### config.mk
export PLATFORM = sky130hd
export DESIGN_NAME = muxn_pipe
export DESIGN_NICKNAME = d
export VERILOG_FILES = /design/src/rtl/muxn_pkg.sv /design/src/rtl/skid_buf.sv /design/src/rtl/muxn_pipe.sv
export SDC_FILE = /design/constraint.sdc
export NUM_CORES = 1
export LEC_CHECK = 0
export ABC_AREA = 1
export BUFFER_PORTS_ARGS = -buffer_cell sky130_fd_sc_hd__buf_2
export CAP_MARGIN = 40
export CORE_ASPECT_RATIO = 0.6
export CORE_MARGIN = 2
export CORE_UTILIZATION = 50
export CTS_BUF_LIST = sky130_fd_sc_hd__clkbuf_8
export CTS_CLUSTER_SIZE = 20
export DETAILED_ROUTE_END_ITERATION = 16
export GPL_ROUTABILITY_DRIVEN = 0
export HOLD_SLACK_MARGIN = 0.15
export PLACE_DENSITY = 0.83
export REMOVE_ABC_BUFFERS = 1
export SLEW_MARGIN = 20
export SYNTH_ARGS = -nofsm -noshare
export SYNTH_HDL_FRONTEND = slang
export SYNTH_SLANG_ARGS = --single-unit
### constraint.sdc
create_clock -name clk -period 1.8 [get_ports clk]
set_clock_uncertainty 0.05 [all_clocks]
set_input_delay 0.09 -clock clk [delete_from_list [all_inputs] [get_ports clk]]
set_output_delay 0.09 -clock clk [all_outputs]
set_load 0.02 [all_outputs]
### src/rtl/muxn_pkg.sv
// Shared constants and helpers for the muxn_pipe select stage.
package muxn_pkg;

    localparam int MUXN_MAX_N = 16;

    function automatic int muxn_clog2(input int v);
        int r;
        r = 0;
        for (int x = v - 1; x > 0; x = x >> 1) begin
            r++;
        end
        return r;
    endfunction

    // A select port is always at least one bit wide, even for N=1 corner cases.
    function automatic int muxn_sel_w(input int n);
        return (muxn_clog2(n) < 1) ? 1 : muxn_clog2(n);
    endfunction

    function automatic bit muxn_n_ok(input int n);
        return (n >= 2) && (n <= MUXN_MAX_N);
    endfunction

endpackage

### src/rtl/skid_buf.sv
// Generic 2-entry valid/ready register slice; in_ready depends only on state.
module skid_buf #(
    parameter int W = 8
) (
    input  logic         clk,
    input  logic         rst,
    input  logic         in_valid,
    output logic         in_ready,
    input  logic [W-1:0] in_data,
    output logic         out_valid,
    input  logic         out_ready,
    output logic [W-1:0] out_data
);

    logic [W-1:0] main_q, main_d;
    logic [W-1:0] skid_q, skid_d;
    logic         main_valid_q, main_valid_d;
    logic         skid_valid_q, skid_valid_d;
    logic         accept;
    logic         drain;

    assign accept = in_valid && !skid_valid_q;
    assign drain  = main_valid_q && out_ready;

    always_comb begin
        main_d       = main_q;
        skid_d       = skid_q;
        main_valid_d = main_valid_q;
        skid_valid_d = skid_valid_q;
        if (drain) begin
            // A full skid blocks accept, so the skid refill and a new load never collide.
            if (skid_valid_q) begin
                main_d       = skid_q;
                skid_valid_d = 1'b0;
            end else if (accept) begin
                main_d = in_data;
            end else begin
                main_valid_d = 1'b0;
            end
        end else if (accept) begin
            if (!main_valid_q) begin
                main_d       = in_data;
                main_valid_d = 1'b1;
            end else begin
                skid_d       = in_data;
                skid_valid_d = 1'b1;
            end
        end
    end

    always_ff @(posedge clk) begin
        if (rst) begin
            main_q       <= '0;
            skid_q       <= '0;
            main_valid_q <= 1'b0;
            skid_valid_q <= 1'b0;
        end else begin
            main_q       <= main_d;
            skid_q       <= skid_d;
            main_valid_q <= main_valid_d;
            skid_valid_q <= skid_valid_d;
        end
    end

    assign in_ready  = !skid_valid_q;
    assign out_valid = main_valid_q;
    assign out_data  = main_q;

endmodule

### src/rtl/muxn_pipe.sv
// N-input pipelined select stage with skid buffering; out-of-range selects pick input 0.
// Define MUXN_SEL_ERR_EN to add the sticky sel_err output.
module muxn_pipe
    import muxn_pkg::*;
#(
    parameter  int WIDTH = 32,
    parameter  int N     = 4,
    localparam int SEL_W = muxn_sel_w(N)
) (
    input  logic               clk,
    input  logic               rst,
    input  logic               in_valid,
    output logic               in_ready,
    input  logic [N*WIDTH-1:0] d,
    input  logic [SEL_W-1:0]   s,
    output logic               out_valid,
    input  logic               out_ready,
`ifdef MUXN_SEL_ERR_EN
    output logic               sel_err,
`endif
    output logic [WIDTH-1:0]   y,
    output logic [SEL_W-1:0]   y_src
);

    if (!muxn_n_ok(N)) begin : g_bad_n
        $error("muxn_pipe: N must be in 2..%0d", MUXN_MAX_N);
    end

    localparam logic [SEL_W:0] N_L = (SEL_W + 1)'(N);

    logic                   in_range;
    logic [SEL_W-1:0]       sel;
    logic [WIDTH-1:0]       sel_data;
    logic [WIDTH+SEL_W-1:0] slot_out;

    assign in_range = ({1'b0, s} < N_L);
    assign sel      = in_range ? s : '0;

    always_comb begin
        sel_data = d[WIDTH-1:0];
        for (int k = 1; k < N; k++) begin
            if (sel == SEL_W'(k)) begin
                sel_data = d[k*WIDTH +: WIDTH];
            end
        end
    end

    skid_buf #(
        .W(WIDTH + SEL_W)
    ) u_skid (
        .clk      (clk),
        .rst      (rst),
        .in_valid (in_valid),
        .in_ready (in_ready),
        .in_data  ({sel, sel_data}),
        .out_valid(out_valid),
        .out_ready(out_ready),
        .out_data (slot_out)
    );

    assign y     = slot_out[WIDTH-1:0];
    assign y_src = slot_out[WIDTH +: SEL_W];

`ifdef MUXN_SEL_ERR_EN
    logic sel_err_q;

    always_ff @(posedge clk) begin
        if (rst) begin
            sel_err_q <= 1'b0;
        end else if (in_valid && in_ready && !in_range) begin
            sel_err_q <= 1'b1;
        end
    end

    assign sel_err = sel_err_q;
`endif

endmodule

==> results of run 1 <==
==> flip-flops by register name (all words and copies together), names as in the netlist <==
| name | flops |
|---|---|
| u_skid.out_data | 34 |
| u_skid.out_valid | 1 |
| u_skid.skid_q | 34 |
| u_skid.skid_valid_q | 1 |
==> metal layers <==
| metal | track usage | up-vias |
|---|---|---|
| li1 | - | 2579 |
| met1 | 0.382 | 2321 |
| met2 | 0.566 | 352 |
| met3 | 0.0575 | 35 |
| met4 | 0.0943 | 0 |
| met5 | 0 | - |
==> worst max-delay path: cells and delay by family <==
family | cells | cell delay (ns)
buf+inv | 5 | 1.12
compound gates | 1 | 0.15
simple gates | 4 | 0.51
==> where the power goes <==
part,switching (mW),internal [mW]
clock network,0.622,0.673
logic,0.633,0.484
registers,0.0610,1.66
==> cell usage after synthesis <==
master / n
nand2_1: 204
inv_1: 95
a21oi_1: 70
dfxtp_1: 70
nor2_1: 66
nand3_1: 58
o21ai_0: 57
buf_2: 20
o21ai_1: 15
clkbuf_1: 14
inv_2: 6
buf_1: 4
buf_4: 3
or2_2: 3
buf_6: 2
nand2_2: 2
a21oi_4: 1
nor2_4: 1
nor3_1: 1
o21ai_2: 1
==> cell usage in the layout (no fill, tap or decap) <==
cell type | synthesis | final
o21ai_4 | 0 | 1
buf_2 | 20 | 169
or2_2 | 3 | 3
o21ai_0 | 57 | 57
a21oi_1 | 70 | 70
nor2_1 | 66 | 66
nand2_1 | 204 | 204
buf_4 | 3 | 15
clkinv_4 | 0 | 1
clkbuf_8 | 0 | 10
clkinv_2 | 0 | 1
o21ai_1 | 15 | 15
nor2_4 | 1 | 1
inv_1 | 95 | 96
buf_12 | 0 | 4
a21oi_4 | 1 | 1
clkinvlp_4 | 0 | 2
dlygate4sd3_1 | 0 | 58
nand3_1 | 58 | 58
nand2_2 | 2 | 2
bufinv_16 | 0 | 1
inv_2 | 6 | 6
dfxtp_1 | 70 | 70
nor3_1 | 1 | 1
==> stage by stage <==
stage	total power, mW	instance area, µm²	cells	util
2_1_floorplan	2.28	3870	650	-
3_3_place_gp	2.68	5050	946	0.640
3_5_place_dp	2.71	5050	946	0.640
4_1_cts	4.11	5830	1020	0.740
5_1_grt	4.31	5830	1020	0.740
6_report	4.13	5830	1020	0.740
==> cell families (layout without fill, tap and decap cells) <==
logic type,count (synthesis),in the layout,synth area share
buffers and inverters,144,363,0.145
and+or+nand+nor,335,335,0.331
AOI/OAI and AO/OA,144,144,0.180
DFF,70,70,0.343
==> how the worst min path moves through the flow <==
stage          startpoint                  end  slack [ns]  cells after the start
6_report            d[59]    u_skid.skid_q[27]        0.16                      7
5_1_grt             d[54]    u_skid.skid_q[22]        0.19                      7
4_1_cts             d[59]    u_skid.skid_q[27]        0.15                      7
3_5_place_dp       d[122]    u_skid.skid_q[26]        0.37                      5
3_3_place_gp       d[112]    u_skid.skid_q[16]        0.36                      5
2_1_floorplan         rst  u_skid.out_data[32]        0.11                      1
==> what timing repair did <==
action / 4_1_cts / 5_1_grt
gates resized for setup: 0 / 0
endpoints found under the hold margin: 67 / 0
hold buffers: 58 / 0
==> area by class of cell <==
cell class	instances	area, µm²	area share
Clock buffer	10	138	0.0236
Clock inverter	6	62.6	0.0107
Inverter	101	379	0.0650
Multi-Input combinational cell	479	2090	0.359
Sequential cell	70	1400	0.240
Tap cell	108	135	0.0232
Timing Repair Buffer	246	1620	0.278
==> impl_results.md, run 1 <==
- Vias after detailed routing: 5287
- R2R Setup Slk: 0.17 ns
- CP max FO: 11
- Overall routing resource usage: 0.311
- Initial Util: 0.518
- CTS clk-pin slew, worst paths: 0.08 ns
- Max-Cap Viols: 0
- Layout cells sized above 1: 0.238
- Vias in the first global route: 4851
- Final Hold Vio Count: 0
- Clock latency on the worst-skew pair: 0.33 ns
- Post-Place Worst Slack: 0.204 ns
- First-pass GRT wire length: 22.1 mm
- Max Transition Viols Final: 0
- H-Tree Depth: 3
- Post-synth top area share: 0.343
- Hold Worst Slack: 0.165 ns
- Synth area leaders: dfxtp_1 34%, nand2_1 19%, inv_1 8.7%, a21oi_1 8.6%, nand3_1 7.1%
- Worst EP arrival: 1.88 ns
- # setup viols final: 0
- Setup CP Type: in -> reg
- Power density over the cells: 709 nW/µm²
- CP Capture Type: flop
- DP HPWL: 9.05 mm
- Setup Fix Bufs, Post-CTS: 0
- Metal3 WL: 1.40 mm
- Critical path origin: s[0]
- Run status: finished clean
- Lkg Pwr: 3.39 nW
- Final setup TNS: 0 ns
- CP required: 1.99 ns
- Max VDD drop: 0.000418 V
- Met2 WL: 6.73 mm
- DR top layer: met4
- Ports: 170
- Worst r2r dst: u_skid.skid_q[19]
- Period utilisation layout: 0.940
- WL met1: 5.87 mm
- Drt first-iter violations: 504
- Drt wl/cell: 14.0 µm
- Ys Warns: 0
- Max_slew headroom: 0.738
- Unrepaired setup endpoints after global routing: no
- Cell taking the most area after synthesis: dfxtp_1
- Die extent in x: 121 µm
- Synth cell types: 20
- Routed vias/inst: 5.18
- Row Count: 25
- Antenna cell count: 0
- Bufs on Longest Clock Path: 2
- Crit path capture: u_skid.skid_q[7]
- FF+latch count, synth: 70
- CP max-delay cell: dlygate4sd3_1
- CTS tree: yes
- Sequential area share after synthesis: 0.343
- CTS Buf Count: 9
- Final min period: 1.69 ns
- Drt total wl: 14.3 mm
- Mapped Avg Cell Area: 5.89 µm²
- Die H: 74.0 µm
- Largest net degree at the start of global routing: 37
- Final ANT Viol Nets: 0
- Max Fclk: 591 MHz
- Core ar.: 7880 µm²
- Clock Root Buffer: clkbuf_8
- Cell count after synthesis: 693
- Slew @ Worst Pin: 0.393 ns
- Drt pass-1 iters: 5
- Initial antenna violation count: 0
- GRT overflow: 0
- Sink Count: 70
- Setup ws final: 0.107 ns
- PortBufs: 169
- CP peak stage delay: 0.57 ns
- # nets final: 1041
- Startpoint Class: input port
- Fillcell total: 596
- Synth-to-layout area growth: 42.9%
- Worst r2r src: u_skid.skid_valid_q
- Die footprint: 8920 µm²
- Crit path cell chain: buf_2 -> inv_2 -> nand2_1 -> buf_4 -> nand3_1 -> nand3_1 -> nand2_1 -> dlygate4sd3_1 -> o21ai_0 -> inv_1
- Residual DRC: 0
- Hold Crit Class: in -> reg
- Worst r2r path cells: 8
- Post-Syn Area: 4080 µm²
No activity file was read; power rests on OpenSTA's default activity.
==> run 2: changes to the inputs <==
- CELL_PAD_IN_SITES_DETAIL_PLACEMENT: not set -> 0
- CELL_PAD_IN_SITES_GLOBAL_PLACEMENT: not set -> 1
- CORE_UTILIZATION: 50 -> 33
- PLACE_DENSITY: 0.83 -> not set
- PLACE_DENSITY_LB_ADDON: not set -> 0.1
==> run 2 against run 1 <==
  * Via count fell by 2.7%
  * Critical path depth fell by 5
  * Global-route usage fell by 8.5 points
  * Hold slack got worse by 0.0093 ns
  * Setup slack improved by 0.015 ns
  * Combinational power rose by 4%
  * Non-clock buffer count rose by 20
  * Maximum frequency rose by 0.90%
  * Clock power fell by 6%
  * Critical endpoint is now u_skid.skid_valid_q
  * Largest power group unchanged
==> impl_results.md, run 2 (synthesized netlist as in run 1, its figures left out) <==
- Run status: finished clean
- Sequential share of power: 0.418 (+0.002)
- Residual DRC: 0 (unchanged)
- Clock power share: 0.297 (-0.016)
- Drt first-iter violations: 282 (-44%)
- Hold Crit Class: in -> reg
- Layout cells sized above 1: 0.233 (-0.00461)
- Startpoint Class: input port
- CP required: 2.00 ns (about the same)
- CTS clk-pin slew, worst paths: 0.08 ns (about the same)
- CP max FO: 22 (+11)
- Final min period: 1.68 ns (-0.0152 ns)
- Power, Total: 4.11 mW (-0.62%)
- Max VDD drop: 0.000271 V (-35%)
- Lkg Pwr: 3.48 nW (+2.6%)
- Largest net degree at the start of global routing: 35 (-5.4%)
- Fillcell total: 1300 (+120%)
- Final Instance Area: 6080 µm² (+4.4%)
- Crit path cell chain: dlygate4sd3_1 -> buf_2 -> buf_6 -> nor3_1 -> dlygate4sd3_1
- CP Capture Type: flop
- WP buf/inv: 4 (-1)
- Ports: 170 (unchanged)
- CP peak stage delay: 0.55 ns (-0.02 ns)
- Die extent in x: 148 µm (+22%)
- Die footprint: 13300 µm² (+49%)
- Core ar.: 12100 µm² (+53%)
- Sw Ratio: 0.315 (-0.00321)
- Worst EP arrival: 1.87 ns (about the same)
- Final ANT Viol Nets: 0 (unchanged)
- Antenna cell count: 0 (unchanged)
- Vias in the first global route: 5008 (+3.2%)
- Routed vias/inst: 4.70 (-9.3%)
- Initial Util: 0.338 (-0.179)
- Max Fclk: 596 MHz (+0.90%)
- Unrepaired setup endpoints after global routing: no
- Max_slew headroom: 0.702 (-0.0359)
- Row Count: 31 (+24%)
- Crit-path most repeated cell: dlygate4sd3_1
- CTS tree: yes
- Power density over the cells: 675 nW/µm² (-4.8%)
- Die H: 90.1 µm (+22%)
- Post-Place Worst Slack: 0.236 ns (+0.0326 ns)
- Initial antenna violation count: 0 (unchanged)
- Commonest non-fill, non-tap cell in the layout: nand2_1
- CTS Buf Count: 9 (unchanged)
- Slew @ Worst Pin: 0.447 ns (+0.0539 ns)
- Drt pass-1 iters: 4 (-1)
- Internal: 2.81 mW (-0.16%)
- # nets final: 1061 (+1.9%)
- Setup Fix Bufs, Post-CTS: 0 (unchanged)
- PortBufs: 169 (unchanged)
- DP HPWL: 9.78 mm (+8.1%)
- Bufs on Longest Clock Path: 2 (unchanged)
- GRT overflow: 0 (unchanged)
- Combinational Power Share: 0.285 (+0.015)
- Drt wl/cell: 13.6 µm (-2.7%)
- Vias after detailed routing: 5146 (-2.7%)
- H-Tree Depth: 3 (unchanged)
- First-pass GRT wire length: 24.1 mm (+9.2%)
- Sink Count: 70 (unchanged)
- Commonest cells after routing, fill and taps aside: 204 x nand2_1, 169 x buf_2, 95 x inv_1, 77 x dlygate4sd3_1
- Hold Worst Slack: 0.155 ns (-0.00926 ns)
- Setup ws final: 0.123 ns (+0.0152 ns)
- Max-Cap Viols: 0 (unchanged)
- CP max-delay cell: dlygate4sd3_1
- Synth-to-layout area growth: 49.1%
- Clock Root Buffer: clkbuf_8
- Clock latency on the worst-skew pair: 0.36 ns (+0.03 ns)
- # setup viols final: 0 (unchanged)
- Period utilisation layout: 0.932 (-0.00843)
- CP top delay family: buffers and inverters
- Max Transition Viols Final: 0 (unchanged)
- P_sw: 1.29 mW (-1.6%)
- Final Hold Vio Count: 0 (unchanged)
- DP Area: 5130 µm² (+1.6%)
- Drt total wl: 14.9 mm (+4.4%)
- Final core utilization: 0.504 (-0.235)
- Overall routing resource usage: 0.226 (-0.0852)
- Setup CP Type: in -> reg
-- run 2: cell count changes in the layout (fill, tap and decap cells not counted), sizes merged --
cell         change
dlygate4sd3     +19
buf              +1
clkbuf           -1
clkinv           +1
clkinvlp         -1
inv              -1
-- run 2: routing by layer --
metal / up-vias / track usage / part of all wire
met3: 8 / 0.0635 / 0.072
met2: 167 / 0.375 / 0.45
met4: 0 / 0.0393 / 0.0061
met1: 2355 / 0.296 / 0.47
met5: - / 0 / 0
li1: 2616 / - / -
-- run 2: cell type report --
cell class,count,area [µm²],share of cell area
multi-input cells,479,2100,0.345
flip-flops and latches,70,1400,0.230
inverters,101,379,0.0623
well taps,165,206,0.0339
clock inverters,5,52.6,0.00864
clock buffers,9,124,0.0204
repair buffers,266,1820,0.299
-- run 2: repair_timing --
| item | 4_1_cts | 5_1_grt |
|---|---|---|
| endpoints found under the hold margin | 68 | 0 |
| hold buffers | 77 | 0 |
| setup endpoints to repair | 0 | 10 |
| resized for setup | 0 | 2 |
-- run 2: tightest hold or removal path, cell delays in order --
cell and delay, ns:
buf_2 0.09, nand2_1 0.05, nand2_1 0.04, nand3_1 0.07, nand2_1 0.06, nand2_1 0.06, a21oi_1 0.05
-- run 2: stage by stage --
step           setup TNS, ns  instances
2_1_floorplan          -7.34        650
3_3_place_gp               0       1004
3_5_place_dp               0       1004
4_1_cts                    0       1095
5_1_grt                    0       1095
6_report                   0       1095
-- run 2: worst paths after layout --
check,cells after the start,end,slack [ns],start
min,7,u_skid.out_data[26],0.16,d[90]
max reg2reg,7,u_skid.out_data[2],0.31,u_skid.out_valid
min reg2reg,2,u_skid.out_data[33],0.43,u_skid.out_data[33]
max,5,u_skid.skid_valid_q,0.12,rst
-- run 2: power groups by stage --
stage | Sequential [mW] | Combinational, mW | Clock [mW]
4_1_cts | 1.72 | 1.17 | 1.25
2_1_floorplan | 1.84 | 0.440 | 0
3_3_place_gp | 1.75 | 0.973 | 0
5_1_grt | 1.73 | 1.31 | 1.31
6_report | 1.72 | 1.17 | 1.22
3_5_place_dp | 1.75 | 0.982 | 0
